`config.mk`:
```
export PLATFORM = sky130hd
export DESIGN_NAME = vga_layer_scheduler
export DESIGN_NICKNAME = d
export VERILOG_FILES = /design/src/rtl/vga_sched_pkg.sv /design/src/rtl/vga_priority_mux.sv /design/src/rtl/vga_layer_scheduler.sv
export SDC_FILE = /design/constraint.sdc
export NUM_CORES = 1
export LEC_CHECK = 0
export CORE_UTILIZATION = 30
export CTS_BUF_LIST = sky130_fd_sc_hd__clkbuf_2
export DETAILED_ROUTE_END_ITERATION = 8
export PLACE_DENSITY_LB_ADDON = 0.2
export REMOVE_ABC_BUFFERS = 1
export SLEW_MARGIN = 20
export SYNTH_ARGS = -nofsm -noshare
export SYNTH_HDL_FRONTEND = slang
export SYNTH_HIERARCHICAL = 1
export SYNTH_SLANG_ARGS = --single-unit
```
`constraint.sdc`:
```
create_clock -name iVGA_CLK -period 1.8 [get_ports iVGA_CLK]
set_clock_uncertainty 0.2 [all_clocks]
set_input_delay 0.27 -clock iVGA_CLK [delete_from_list [all_inputs] [get_ports iVGA_CLK]]
set_output_delay 0.27 -clock iVGA_CLK [all_outputs]
set_load 0.02 [all_outputs]
```
`src/rtl/vga_sched_pkg.sv`:
```
// Shared encodings for the VGA screen sequencer and layer arbiter:
// screen states, winning-source identifiers and the palette index width.
package vga_sched_pkg;

  localparam int IDX_W = 8;

  typedef enum logic [1:0] {
    SCR_LOGO   = 2'd0,
    SCR_SELECT = 2'd1,
    SCR_GAME   = 2'd2,
    SCR_LEADER = 2'd3
  } screen_e;

  localparam logic [2:0] SRC_NONE   = 3'd0;
  localparam logic [2:0] SRC_BG     = 3'd1;
  localparam logic [2:0] SRC_CREST  = 3'd2;
  localparam logic [2:0] SRC_NUM    = 3'd3;
  localparam logic [2:0] SRC_TRACE  = 3'd4;
  localparam logic [2:0] SRC_CURSOR = 3'd5;
  localparam logic [2:0] SRC_LOGO   = 3'd6;

  // True when exactly one house switch is set.
  function automatic logic is_onehot4(input logic [3:0] v);
    return (v != 4'd0) && ((v & (v - 4'd1)) == 4'd0);
  endfunction

endpackage

```
`src/rtl/vga_priority_mux.sv`:
```
// Combinational per-screen layer arbiter: picks the highest-priority valid
// layer for the current screen; blanking forces index 0 / source none.
module vga_priority_mux
  import vga_sched_pkg::*;
(
  input  logic [1:0]       screen_i,
  input  logic             blank_n_i,
  input  logic             logo_v_i,
  input  logic             crest_v_i,
  input  logic             num_v_i,
  input  logic             cursor_v_i,
  input  logic             trace_v_i,
  input  logic [IDX_W-1:0] logo_idx_i,
  input  logic [IDX_W-1:0] crest_idx_i,
  input  logic [IDX_W-1:0] num_idx_i,
  input  logic [IDX_W-1:0] cursor_idx_i,
  input  logic [IDX_W-1:0] trace_idx_i,
  input  logic [IDX_W-1:0] bg_idx_i,
  output logic [IDX_W-1:0] idx_o,
  output logic [2:0]       src_o
);

  // Priority selection; sources not listed for a screen are never consulted.
  always_comb begin
    idx_o = {IDX_W{1'b0}};
    src_o = SRC_NONE;
    if (!blank_n_i) begin
      idx_o = {IDX_W{1'b0}};
      src_o = SRC_NONE;
    end else begin
      case (screen_e'(screen_i))
        SCR_LOGO: begin
          if (logo_v_i) begin
            idx_o = logo_idx_i;  src_o = SRC_LOGO;
          end else begin
            idx_o = {IDX_W{1'b0}};  src_o = SRC_NONE;
          end
        end
        SCR_SELECT: begin
          if (crest_v_i) begin
            idx_o = crest_idx_i;  src_o = SRC_CREST;
          end else begin
            idx_o = bg_idx_i;  src_o = SRC_BG;
          end
        end
        SCR_GAME: begin
          if (cursor_v_i) begin
            idx_o = cursor_idx_i;  src_o = SRC_CURSOR;
          end else if (trace_v_i) begin
            idx_o = trace_idx_i;  src_o = SRC_TRACE;
          end else if (num_v_i) begin
            idx_o = num_idx_i;  src_o = SRC_NUM;
          end else if (crest_v_i) begin
            idx_o = crest_idx_i;  src_o = SRC_CREST;
          end else begin
            idx_o = bg_idx_i;  src_o = SRC_BG;
          end
        end
        SCR_LEADER: begin
          if (num_v_i) begin
            idx_o = num_idx_i;  src_o = SRC_NUM;
          end else if (crest_v_i) begin
            idx_o = crest_idx_i;  src_o = SRC_CREST;
          end else begin
            idx_o = bg_idx_i;  src_o = SRC_BG;
          end
        end
        default: begin
          idx_o = {IDX_W{1'b0}};  src_o = SRC_NONE;
        end
      endcase
    end
  end

endmodule

```
`src/rtl/vga_layer_scheduler.sv`:
```
// Screen sequencer (frame-boundary FSM, logo frame counter) and registered
// palette index selection for the VGA pixel path.
module vga_layer_scheduler
  import vga_sched_pkg::*;
#(
  parameter int LOGO_FRAMES = 300,
  parameter int FRAME_W     = 9
) (
  input  logic             iVGA_CLK,
  input  logic             iRST_n,
  input  logic             cVS,
  input  logic             cBLANK_n,
  input  logic [3:0]       house_sel,
  input  logic             leaderboard,
  input  logic             logo_v,
  input  logic             crest_v,
  input  logic             num_v,
  input  logic             cursor_v,
  input  logic             trace_v,
  input  logic [IDX_W-1:0] logo_idx,
  input  logic [IDX_W-1:0] crest_idx,
  input  logic [IDX_W-1:0] num_idx,
  input  logic [IDX_W-1:0] cursor_idx,
  input  logic [IDX_W-1:0] trace_idx,
  input  logic [IDX_W-1:0] bg_idx,
  output logic [IDX_W-1:0] file_index,
  output logic [2:0]       src_id,
  output logic [1:0]       screen,
  output logic             logo_en,
  output logic             crest_en,
  output logic             num_en,
  output logic             trace_en
);

  localparam logic [FRAME_W-1:0] CNT_LAST = FRAME_W'(LOGO_FRAMES - 1);
  localparam logic [FRAME_W-1:0] CNT_ONE  = FRAME_W'(1);
  localparam logic [FRAME_W-1:0] CNT_ZERO = {FRAME_W{1'b0}};

  logic [1:0]         cvs_hist_q;
  logic               fs_s;
  screen_e            state_q, state_d;
  logic [FRAME_W-1:0] frame_cnt_q, frame_cnt_d;
  logic [3:0]         en_d, en_q;
  logic [IDX_W-1:0]   idx_d, file_index_q;
  logic [2:0]         src_d, src_id_q;

  // Frame start: previous sample high, newest sample low.
  assign fs_s = cvs_hist_q[1] & ~cvs_hist_q[0];

  // Next screen and logo frame count; only acted on at a frame start.
  always_comb begin
    state_d     = state_q;
    frame_cnt_d = frame_cnt_q;
    if (fs_s) begin
      case (state_q)
        SCR_LOGO: begin
          if (frame_cnt_q == CNT_LAST) begin
            state_d     = SCR_SELECT;
            frame_cnt_d = CNT_ZERO;
          end else begin
            frame_cnt_d = frame_cnt_q + CNT_ONE;
          end
        end
        SCR_SELECT: begin
          frame_cnt_d = CNT_ZERO;
          if (is_onehot4(house_sel)) state_d = SCR_GAME;
          else                       state_d = SCR_SELECT;
        end
        SCR_GAME: begin
          frame_cnt_d = CNT_ZERO;
          if (leaderboard) state_d = SCR_LEADER;
          else             state_d = SCR_GAME;
        end
        SCR_LEADER: begin
          frame_cnt_d = CNT_ZERO;
          if (!leaderboard) state_d = SCR_GAME;
          else              state_d = SCR_LEADER;
        end
        default: begin
          state_d     = SCR_LOGO;
          frame_cnt_d = CNT_ZERO;
        end
      endcase
    end else begin
      state_d     = state_q;
      frame_cnt_d = frame_cnt_q;
    end
  end

  // Enables decoded from the next screen so they register alongside it: {logo,crest,num,trace}.
  always_comb begin
    en_d = 4'b1000;
    case (state_d)
      SCR_LOGO:   en_d = 4'b1000;
      SCR_SELECT: en_d = 4'b0100;
      SCR_GAME:   en_d = 4'b0111;
      SCR_LEADER: en_d = 4'b0110;
      default:    en_d = 4'b1000;
    endcase
  end

  vga_priority_mux u_mux (
    .screen_i     (state_q),
    .blank_n_i    (cBLANK_n),
    .logo_v_i     (logo_v),
    .crest_v_i    (crest_v),
    .num_v_i      (num_v),
    .cursor_v_i   (cursor_v),
    .trace_v_i    (trace_v),
    .logo_idx_i   (logo_idx),
    .crest_idx_i  (crest_idx),
    .num_idx_i    (num_idx),
    .cursor_idx_i (cursor_idx),
    .trace_idx_i  (trace_idx),
    .bg_idx_i     (bg_idx),
    .idx_o        (idx_d),
    .src_o        (src_d)
  );

  // State, counter, sync history and registered pixel outputs.
  always_ff @(posedge iVGA_CLK or negedge iRST_n) begin
    if (!iRST_n) begin
      cvs_hist_q   <= 2'b11;
      state_q      <= SCR_LOGO;
      frame_cnt_q  <= CNT_ZERO;
      en_q         <= 4'b1000;
      file_index_q <= {IDX_W{1'b0}};
      src_id_q     <= SRC_NONE;
    end else begin
      cvs_hist_q   <= {cvs_hist_q[0], cVS};
      state_q      <= state_d;
      frame_cnt_q  <= frame_cnt_d;
      en_q         <= en_d;
      file_index_q <= idx_d;
      src_id_q     <= src_d;
    end
  end

  assign file_index = file_index_q;
  assign src_id     = src_id_q;
  assign screen     = state_q;
  assign logo_en    = en_q[3];
  assign crest_en   = en_q[2];
  assign num_en     = en_q[1];
  assign trace_en   = en_q[0];

endmodule

```
==> results.toml, run 1 <==
[logic_synthesis]
yosysTopAreaCell = "dfrtp_1"
synth.distinct_cells = 42
synth_top_area_frac = 0.369
synthTopCellsByArea = "dfrtp_1, a21oi_1, mux2i_1"
seq_area_frac_synth = 0.415
synthCells = 184
synth-async-reset-ratio = 1.00
syn_area_per_cell_um2 = 9.22
ys.flop_type = "dfrtp_1"
netlist_area_um2 = 1700
synth-edff-count = 0
synth-seq-cells = 28
synth_warnings = 6

[global_routing]
antenna_found_initial = 0
grt_max_degree = 29
grt_overflow = 0
grtUsageTotal = 0.168
grt_pass1_vias = 1801
grt_pass1_wl_mm = 8.03

[detailed_routing]
drt-pass1-iter-count = 4
top_layer = "met4"
drt_wl_total_mm = 4.88
met2_wirelength_mm = 2.39
wl_met1_mm = 2.15
vias_per_cell = 5.01
ant_nets = 0
vias = 1778
routed-wl-met3_um = 211
routedWlPerCell_um = 13.7
drt_iter0_drc = 50
drc = 0

[sta]
worst_pin_slew_ps = 414
fin_crit_ps = 1800
timing.final.ws_setup_ps = -2.55
timing.final.crit_share = 1.00
setup_violations = 1
tns_ps = -2.55
clock.fmax_mhz = 555
slew_viol_final = 0
grt_setup_unrepaired = "true"
hold_viol_final = 0
slew-limit-headroom = 0.724

[setup_path]
worstPathArrival_ps = 1890
critPathTopFamily = "compound AO/OA/AOI/OAI gates"
cp_max_fo = 8
path_cells = "ha_2, and2b_2, a41oi_4, nand2_2, o22ai_2"
start_kind = "flop"
slowest_delay_ps = 450
crit_type = "reg -> reg"
cp_data_required_time_ps = 1890
endpoint_kind = "flop"
path_buf_inv = 0
slowest_stage = "dfrtp_1"

[die]
io_pins = 79
fp-row-count = 27
design.core.area_um2 = 5470
dieArea_um2 = 5960
die_width_um = 77.2
chipHeight_um = 77.2
start_util = 0.310

[cells_and_area]
fin_nets = 347
stdcell_count = 355
drive_gt1_frac = 0.198
antenna_cells = 0
multi_input_area_um2 = 941
seqCellArea_um2 = 706
fillers = 542
syn_to_final_growth_pct = 63.2

[worst_hold_path]
min_path_type = "in -> async"

[power]
vdd_drop_max_mv = 0.487
leakagePower_uw = 0.00121
power.density_nw_per_um2 = 1030

[clocking]
htree_levels = 1
cts_made_buffers = 3
cts_buffer_depth = 2
cts_tree = "built"
cts_sinks = 28
root_buffer = "clkbuf_2"
clkTransAtPathRegs_ps = 250
clkLatencyLatePin_ps = 350

[place]
dpl.hpwl_mm = 3.85
portBuffers = 78
gp_congestion = 0.790
place_inst = 350

[status]
outcome = "finished, violations left"
failed_checks = "negative setup slack"

[run]
max-cap-violations = 0
[timing repair]
| item | CTS | global route |
|---|---|---|
| resized for setup | 20 | 15 |
| setup endpoints to repair | 21 | 18 |
| pin swaps | 1 | 7 |
| setup buffers | 1 | 0 |
| hold buffers | 0 | 0 |
[cells by family (layout without fill, tap and decap cells)]
group,Yosys count,after routing,share of synthesized area
AOI/OAI and AO/OA,64,64,0.257
and+or+nand+nor,60,60,0.187
DFF,28,28,0.415
buffers and inverters,18,117,0.0597
muxes,9,9,0.0531
xor gates and xnor gates,4,4,0.0207
adders and majority gates,1,1,0.00737
[Yosys cell counts (all sizes together), types with 2 or more instances]
library cell,number
a21oi,18
a221oi,7
a22o,7
a31o,2
a32o,2
buf,7
clkbuf,5
dfrtp,25
dfstp,3
inv,6
mux2i,9
nand2,17
nand2b,2
nand3,6
nand4,3
nor2,12
nor2b,4
nor3,4
nor3b,7
o21ai,18
o22ai,2
xnor2,3
[final timing paths]
path	cells after the start	startpoint	slack, ps	to
max	5	frame_cnt_q[1]	-3	frame_cnt_q[7]
min	2	iRST_n	40	frame_cnt_q[3]
max reg2reg	5	frame_cnt_q[1]	-3	frame_cnt_q[7]
min reg2reg	0	cvs_hist_q[0]	190	cvs_hist_q[1]
max in group asynchronous	2	iRST_n	1040	en_q[3]
min in group iVGA_CLK	1	cVS	80	cvs_hist_q[0]
[flip-flops by register name (all words and copies together) (netlist names)]
register	flops
file_index	8
screen	2
cvs_hist_q	2
en_q	4
src_id	3
frame_cnt_q	9
[stage by stage]
step	util	power, µW	worst slack (ps)	instance area (µm²)	hold WS [ps]
floorplan	-	1780	-6.20	1620	-226
global route	0.506	3080	-84.4	2770	31.2
CTS	0.499	2820	6.63	2730	45.2
detailed placement	0.495	2660	-263	2710	164
global placement	0.495	2660	-247	2710	160
finish	0.506	2860	-2.55	2770	41.3
[placed cells by master (no fill, tap or decap), types with 4 or more instances in the layout]
| master | Yosys | routed |
|---|---|---|
| a21oi_1 | 18 | 18 |
| nor2_1 | 11 | 8 |
| nor2b_1 | 4 | 4 |
| inv_1 | 6 | 6 |
| a22o_1 | 7 | 7 |
| a221oi_1 | 7 | 5 |
| clkdlybuf4s50_1 | 0 | 61 |
| dfrtp_1 | 25 | 24 |
| clkbuf_2 | 1 | 5 |
| nand2_1 | 17 | 16 |
| o21ai_1 | 6 | 7 |
| o21ai_0 | 12 | 11 |
| nor3_1 | 4 | 4 |
| mux2i_1 | 9 | 9 |
| dlygate4sd2_1 | 0 | 16 |
| buf_4 | 0 | 27 |
| nand3_1 | 6 | 5 |
| nor3b_1 | 7 | 7 |
[power breakdown]
| group | internal (µW) | switching, µW |
|---|---|---|
| Combinational | 789 | 907 |
| Sequential | 829 | 103 |
| Clock | 58.6 | 175 |
[cell type report]
| type | count | area share |
|---|---|---|
| Sequential cell | 28 | 0.255 |
| Multi-Input combinational cell | 138 | 0.340 |
| Inverter | 6 | 0.00813 |
| Clock buffer | 4 | 0.00723 |
| Tap cell | 72 | 0.0325 |
| Timing Repair Buffer | 107 | 0.357 |
[layer usage]
| layer | track usage | vias to the layer above |
|---|---|---|
| li1 | - | 875 |
| met1 | 0.217 | 833 |
| met2 | 0.277 | 60 |
| met3 | 0.0238 | 10 |
| met4 | 0.0755 | 0 |
| met5 | 0 | - |
(Power assumes the default switching activity.)
==> run 2: changes to the inputs <==
--- a/config.mk
+++ b/config.mk
@@ -9,6 +9,7 @@
 export CTS_BUF_LIST = sky130_fd_sc_hd__clkbuf_2
 export DETAILED_ROUTE_END_ITERATION = 8
 export PLACE_DENSITY_LB_ADDON = 0.2
+export RECOVER_POWER = 25
 export REMOVE_ABC_BUFFERS = 1
 export SLEW_MARGIN = 20
 export SYNTH_ARGS = -nofsm -noshare
==> constraint.sdc (replaced) <==
create_clock -name iVGA_CLK -period 2.3 [get_ports iVGA_CLK]
set_clock_uncertainty 0.2 [all_clocks]
set_input_delay 0.345 -clock iVGA_CLK [delete_from_list [all_inputs] [get_ports iVGA_CLK]]
set_output_delay 0.345 -clock iVGA_CLK [all_outputs]
set_load 0.02 [all_outputs]
==> run 2 against run 1 <==
Effect of this change: the flow now finishes without violations; worst setup slack better by 160 ps; combinational power is 28% lower; final cell count is 4.8% lower; wire length is 3.0% lower; clock-buffer cell count is 1 lower; sequential power is 19% lower; largest cell class is now multi-input gates.
==> results.toml, run 2 (same netlist as run 1, synthesis figures left out) <==
[place]
dpl.hpwl_mm = 3.77
portBuffers = 78
place_inst = 334
gp_congestion = 0.785

[setup_path]
start_kind = "flop"
critPathTopFamily = "buffers and inverters"
path_buf_inv = 1
cp_data_required_time_ps = 1750
crit_type = "reg -> out"
slowest_delay_ps = 660
reg2reg_to = "frame_cnt_q[7]"
crit-reg2reg-launch = "frame_cnt_q[0]"
cp_max_fo = 9
rrSetupSlack_ps = 400
path_cells = "clkdlybuf4s50_1"
startpoint = "screen[1]"
endpoint_kind = "output port"
r2r_cells = 5
worstPathArrival_ps = 1600
slowest_stage = "clkdlybuf4s50_1"

[detailed_routing]
vias = 1709
drt_wl_total_mm = 4.73
ant_nets = 0
drt-pass1-iter-count = 5
drt_iter0_drc = 53
routedWlPerCell_um = 14.0
vias_per_cell = 5.06
drc = 0

[cells_and_area]
layout_common_cells = "clkdlybuf4s50_1, dfrtp_1, a21oi_1, nand2_1, o21ai_0"
fillers = 533
drive_gt1_frac = 0.0865
largest_reg_flops = 9
multi_input_area_um2 = 891
syn_to_final_growth_pct = 52.9
stdcell_count = 338
top_register = "frame_cnt_q"
mostFrequentLayoutCell = "clkdlybuf4s50_1"
antenna_cells = 0
seqCellArea_um2 = 704
fin_nets = 330

[sta]
worst_pin_slew_ps = 1490
setup_violations = 0
grt_setup_unrepaired = "false"
clock.fmax_mhz = 467
hold_viol_final = 0
fin_crit_ps = 2140
slew_viol_final = 0
timing.final.crit_share = 0.931
slew-limit-headroom = 0.00561
tns_ps = 0

[worst_hold_path]
whs_path_depth = 0
min_path_type = "reg -> reg"
min-delay-start = "cvs_hist_q[0]"
holdPathEnd = "cvs_hist_q[1]"

[global_routing]
grt_pass1_wl_mm = 7.73
grt_overflow = 0
grtUsageTotal = 0.161
antenna_found_initial = 0
grt_max_degree = 29
grt_pass1_vias = 1689

[power]
power.density_nw_per_um2 = 834
vdd_drop_max_mv = 0.588
leakagePower_uw = 0.00105

[die]
chipHeight_um = 77.2
design.core.area_um2 = 5470
dieArea_um2 = 5960
fp-row-count = 27
io_pins = 79
start_util = 0.310
die_width_um = 77.2

[clocking]
ctsHoldBuffers = 0
cts_sinks = 28
cts_setup_buffers = 0
clkLatencyLatePin_ps = 360
clkTransAtPathRegs_ps = 270
cts_buffer_depth = 2
root_buffer = "clkbuf_2"
cts_made_buffers = 3
cts_tree = "built"
htree_levels = 1
cts_repair_resize_count = 0

[run]
max-cap-violations = 0

[status]
outcome = "finished, final reports clean"
-- run 2: cell type report --
type / instances / share of cell area
clock buffer: 3 / 0.00579
clock inverter: 1 / 0.00145
inverter: 6 / 0.00868
multi-input combinational: 138 / 0.343
sequential: 28 / 0.272
tap: 72 / 0.0347
timing repair buffer: 90 / 0.334
-- run 2: worst max path at each step --
| stage | endpoint | slack, ps | depth (start not counted) |
|---|---|---|---|
| after global routing | screen[1] | 70 | 1 |
| final | screen[1] | 160 | 1 |
| after detailed placement | file_index[0] | 200 | 6 |
| after CTS | screen[1] | 140 | 1 |
| after floorplan | frame_cnt_q[5] | 490 | 4 |
| after global placement | file_index[7] | 280 | 6 |
-- run 2: routing by layer --
metal	wire [µm]	global-route usage	part of all wire	vias up
met3	198	0.0155	0.042	2
met4	36	0.0453	0.0076	0
li1	-	-	-	838
met1	2160	0.218	0.46	821
met2	2340	0.272	0.49	48
met5	0	0	0	-
-- run 2: power breakdown --
group	internal, µW	total [µW]	switching (µW)
Sequential	647	758	111
Clock	37.8	182	144
Combinational	589	1220	634
-- run 2: per-stage QoR --
stage / utilization / worst slack, ps / total power (µW) / hold slack (ps) / instance area (µm²)
2_1_floorplan: - / 494 / 1390 / -151 / 1620
3_3_place_gp: 0.471 / 284 / 1990 / 161 / 2580
3_5_place_dp: 0.471 / 198 / 1990 / 161 / 2580
4_1_cts: 0.475 / 136 / 2170 / 117 / 2600
5_1_grt: 0.474 / 69.2 / 2310 / 196 / 2590
6_report: 0.474 / 159 / 2160 / 189 / 2590
==> run 3: changes to the inputs <==
--- a/config.mk
+++ b/config.mk
@@ -8,7 +8,7 @@
 export CORE_UTILIZATION = 30
 export CTS_BUF_LIST = sky130_fd_sc_hd__clkbuf_2
 export DETAILED_ROUTE_END_ITERATION = 8
-export PLACE_DENSITY_LB_ADDON = 0.2
+export PLACE_DENSITY = 0.68
 export RECOVER_POWER = 25
 export REMOVE_ABC_BUFFERS = 1
 export SLEW_MARGIN = 20
==> constraint.sdc (replaced) <==
create_clock -name iVGA_CLK -period 2.3 [get_ports iVGA_CLK]
set_clock_uncertainty 0.2 [all_clocks]
set_input_delay 0.23 -clock iVGA_CLK [delete_from_list [all_inputs] [get_ports iVGA_CLK]]
set_output_delay 0.23 -clock iVGA_CLK [all_outputs]
set_load 0.02 [all_outputs]
==> run 3 against run 2 <==
Effect of this change: the flow now finishes with violations (design-rule violations); non-clock buffer count is 3 higher; fmax is 0.22% higher; power is 6.6% higher; design area is 2.2% higher; wire length is 4.3% higher; core utilization is 1.1 points higher; sequential power is 4.4% higher; sequential share of layout area is 0.50 points lower; worst setup slack better by 4.7 ps; register-to-register slack worse by 40 ps; via count is 1.9% higher; global-route usage is 0.71 points higher; critical endpoint unchanged; largest cell class is now buffers.
==> results.toml, run 3 (same netlist as run 1, synthesis figures left out) <==
[cells_and_area]
largest_reg_flops = 9
seqCellArea_um2 = 707
multi_input_area_um2 = 891
stdcell_count = 341
syn_to_final_growth_pct = 56.3
drive_gt1_frac = 0.100
fillers = 538
antenna_cells = 0
fin_util = 0.484
stdcell_area_um2 = 2650
mostFrequentLayoutCell = "clkdlybuf4s50_1"
layout_common_cells = "clkdlybuf4s50_1, dfrtp_1, a21oi_1, nand2_1"
fin_nets = 333
top_register = "frame_cnt_q"

[die]
start_util = 0.310
chipHeight_um = 77.2
die_width_um = 77.2
fp-row-count = 27
io_pins = 79
design.core.area_um2 = 5470
dieArea_um2 = 5960

[sta]
setup_violations = 0
timing.final.crit_share = 0.929
worst_pin_slew_ps = 680
slew_viol_final = 0
clock.fmax_mhz = 468
slew-limit-headroom = 0.547
tns_ps = 0
fin_crit_ps = 2140
hold_viol_final = 0
grt_setup_unrepaired = "false"

[global_routing]
antenna_found_initial = 0
grtUsageTotal = 0.168
grt_overflow = 0
grt_pass1_vias = 1599
grt_pass1_wl_mm = 7.88
grt_max_degree = 29

[setup_path]
start_kind = "flop"
cp_data_required_time_ps = 1870
endpoint_kind = "output port"
crit_type = "reg -> out"
crit-reg2reg-launch = "frame_cnt_q[0]"
startpoint = "screen[1]"
r2r_cells = 5
cp_max_fo = 11
worstPathArrival_ps = 1710

[status]
outcome = "finished, violations left"
failed_checks = "design-rule violations"

[detailed_routing]
vias_per_cell = 5.11
drt-pass1-iter-count = 6
drt_wl_total_mm = 4.94
drt_iter0_drc = 124
ant_nets = 0
routedWlPerCell_um = 14.5
drc = 3
vias = 1741

[clocking]
root_buffer = "clkbuf_2"
htree_levels = 1
cts_made_buffers = 3
cts_sinks = 28
clkLatencyLatePin_ps = 370
clkTransAtPathRegs_ps = 280
cts_tree = "built"
cts_buffer_depth = 2

[worst_hold_path]
whs_path_depth = 0
min_path_type = "reg -> reg"
min-delay-start = "cvs_hist_q[0]"

[place]
place_area_um2 = 2570
place_inst = 333
gp_congestion = 0.866
portBuffers = 78
dpl.hpwl_mm = 3.81

[power]
power.density_nw_per_um2 = 870
leakagePower_uw = 0.00108
vdd_drop_max_mv = 0.412

[run]
max-cap-violations = 0
run 3: cell count changes in the layout (fill, tap and decap cells not counted):
cell,delta
buf_4,+1
clkinv_1,-1
clkbuf_1,-1
dlygate4sd3_1,+2
dfstp_2,-1
dfstp_1,+1
bufinv_16,+1
clkbuf_2,+1
dfrtp_2,+2
dfrtp_1,-2
run 3: through the flow:
stage	total power, µW	hold WS [ps]	setup slack, ps
finish	2310	203	163
global route	2470	177	27.1
CTS	2290	193	67.9
detailed placement	1970	163	134
global placement	1950	162	229
floorplan	1390	-266	494
run 3: power breakdown:
| group | switching [µW] | leakage (µW) | total (µW) | internal, µW |
|---|---|---|---|---|
| Sequential | 141 | 0.000354 | 791 | 650 |
| Combinational | 620 | 0.000697 | 1210 | 589 |
| Clock | 157 | 0.0000266 | 306 | 149 |
run 3: timing repair:
item	CTS	global route
setup endpoints to repair	2	1
hold endpoints to repair	26	0
hold buffers	2	0
setup buffers	0	2
pin swaps	0	0
gates resized for setup	2	0
run 3: final cells by class:
| type | count | area share |
|---|---|---|
| Multi-Input combinational cell | 138 | 0.336 |
| Inverter | 6 | 0.00849 |
| Sequential cell | 28 | 0.267 |
| Clock buffer | 3 | 0.00566 |
| Tap cell | 72 | 0.0340 |
| Clock inverter | 1 | 0.0113 |
| Timing Repair Buffer | 93 | 0.338 |
run 3: per-layer routing:
metal / GRT usage / wire length, µm / share of wire / vias up
li1: - / - / - / 853
met1: 0.230 / 2190 / 0.44 / 814
met2: 0.264 / 2380 / 0.48 / 68
met3: 0.0286 / 302 / 0.061 / 6
met4: 0.0642 / 59 / 0.012 / 0
met5: 0 / 0 / 0 / -
run 3: path summary, 6_finish.rpt:
check	to	slack [ps]
min in group asynchronous	file_index[3]	700
worst max register to register	frame_cnt_q[5]	360
worst min register to register	cvs_hist_q[1]	200
worst max-delay path	screen[1]	160
max in group asynchronous	screen[1]	730
worst min-delay path	cvs_hist_q[1]	200
run 3: critical path, cell delays in order (launching register included):
cell,delay [ps]
dfrtp_2,530
buf_4,190
clkdlybuf4s50_1,610
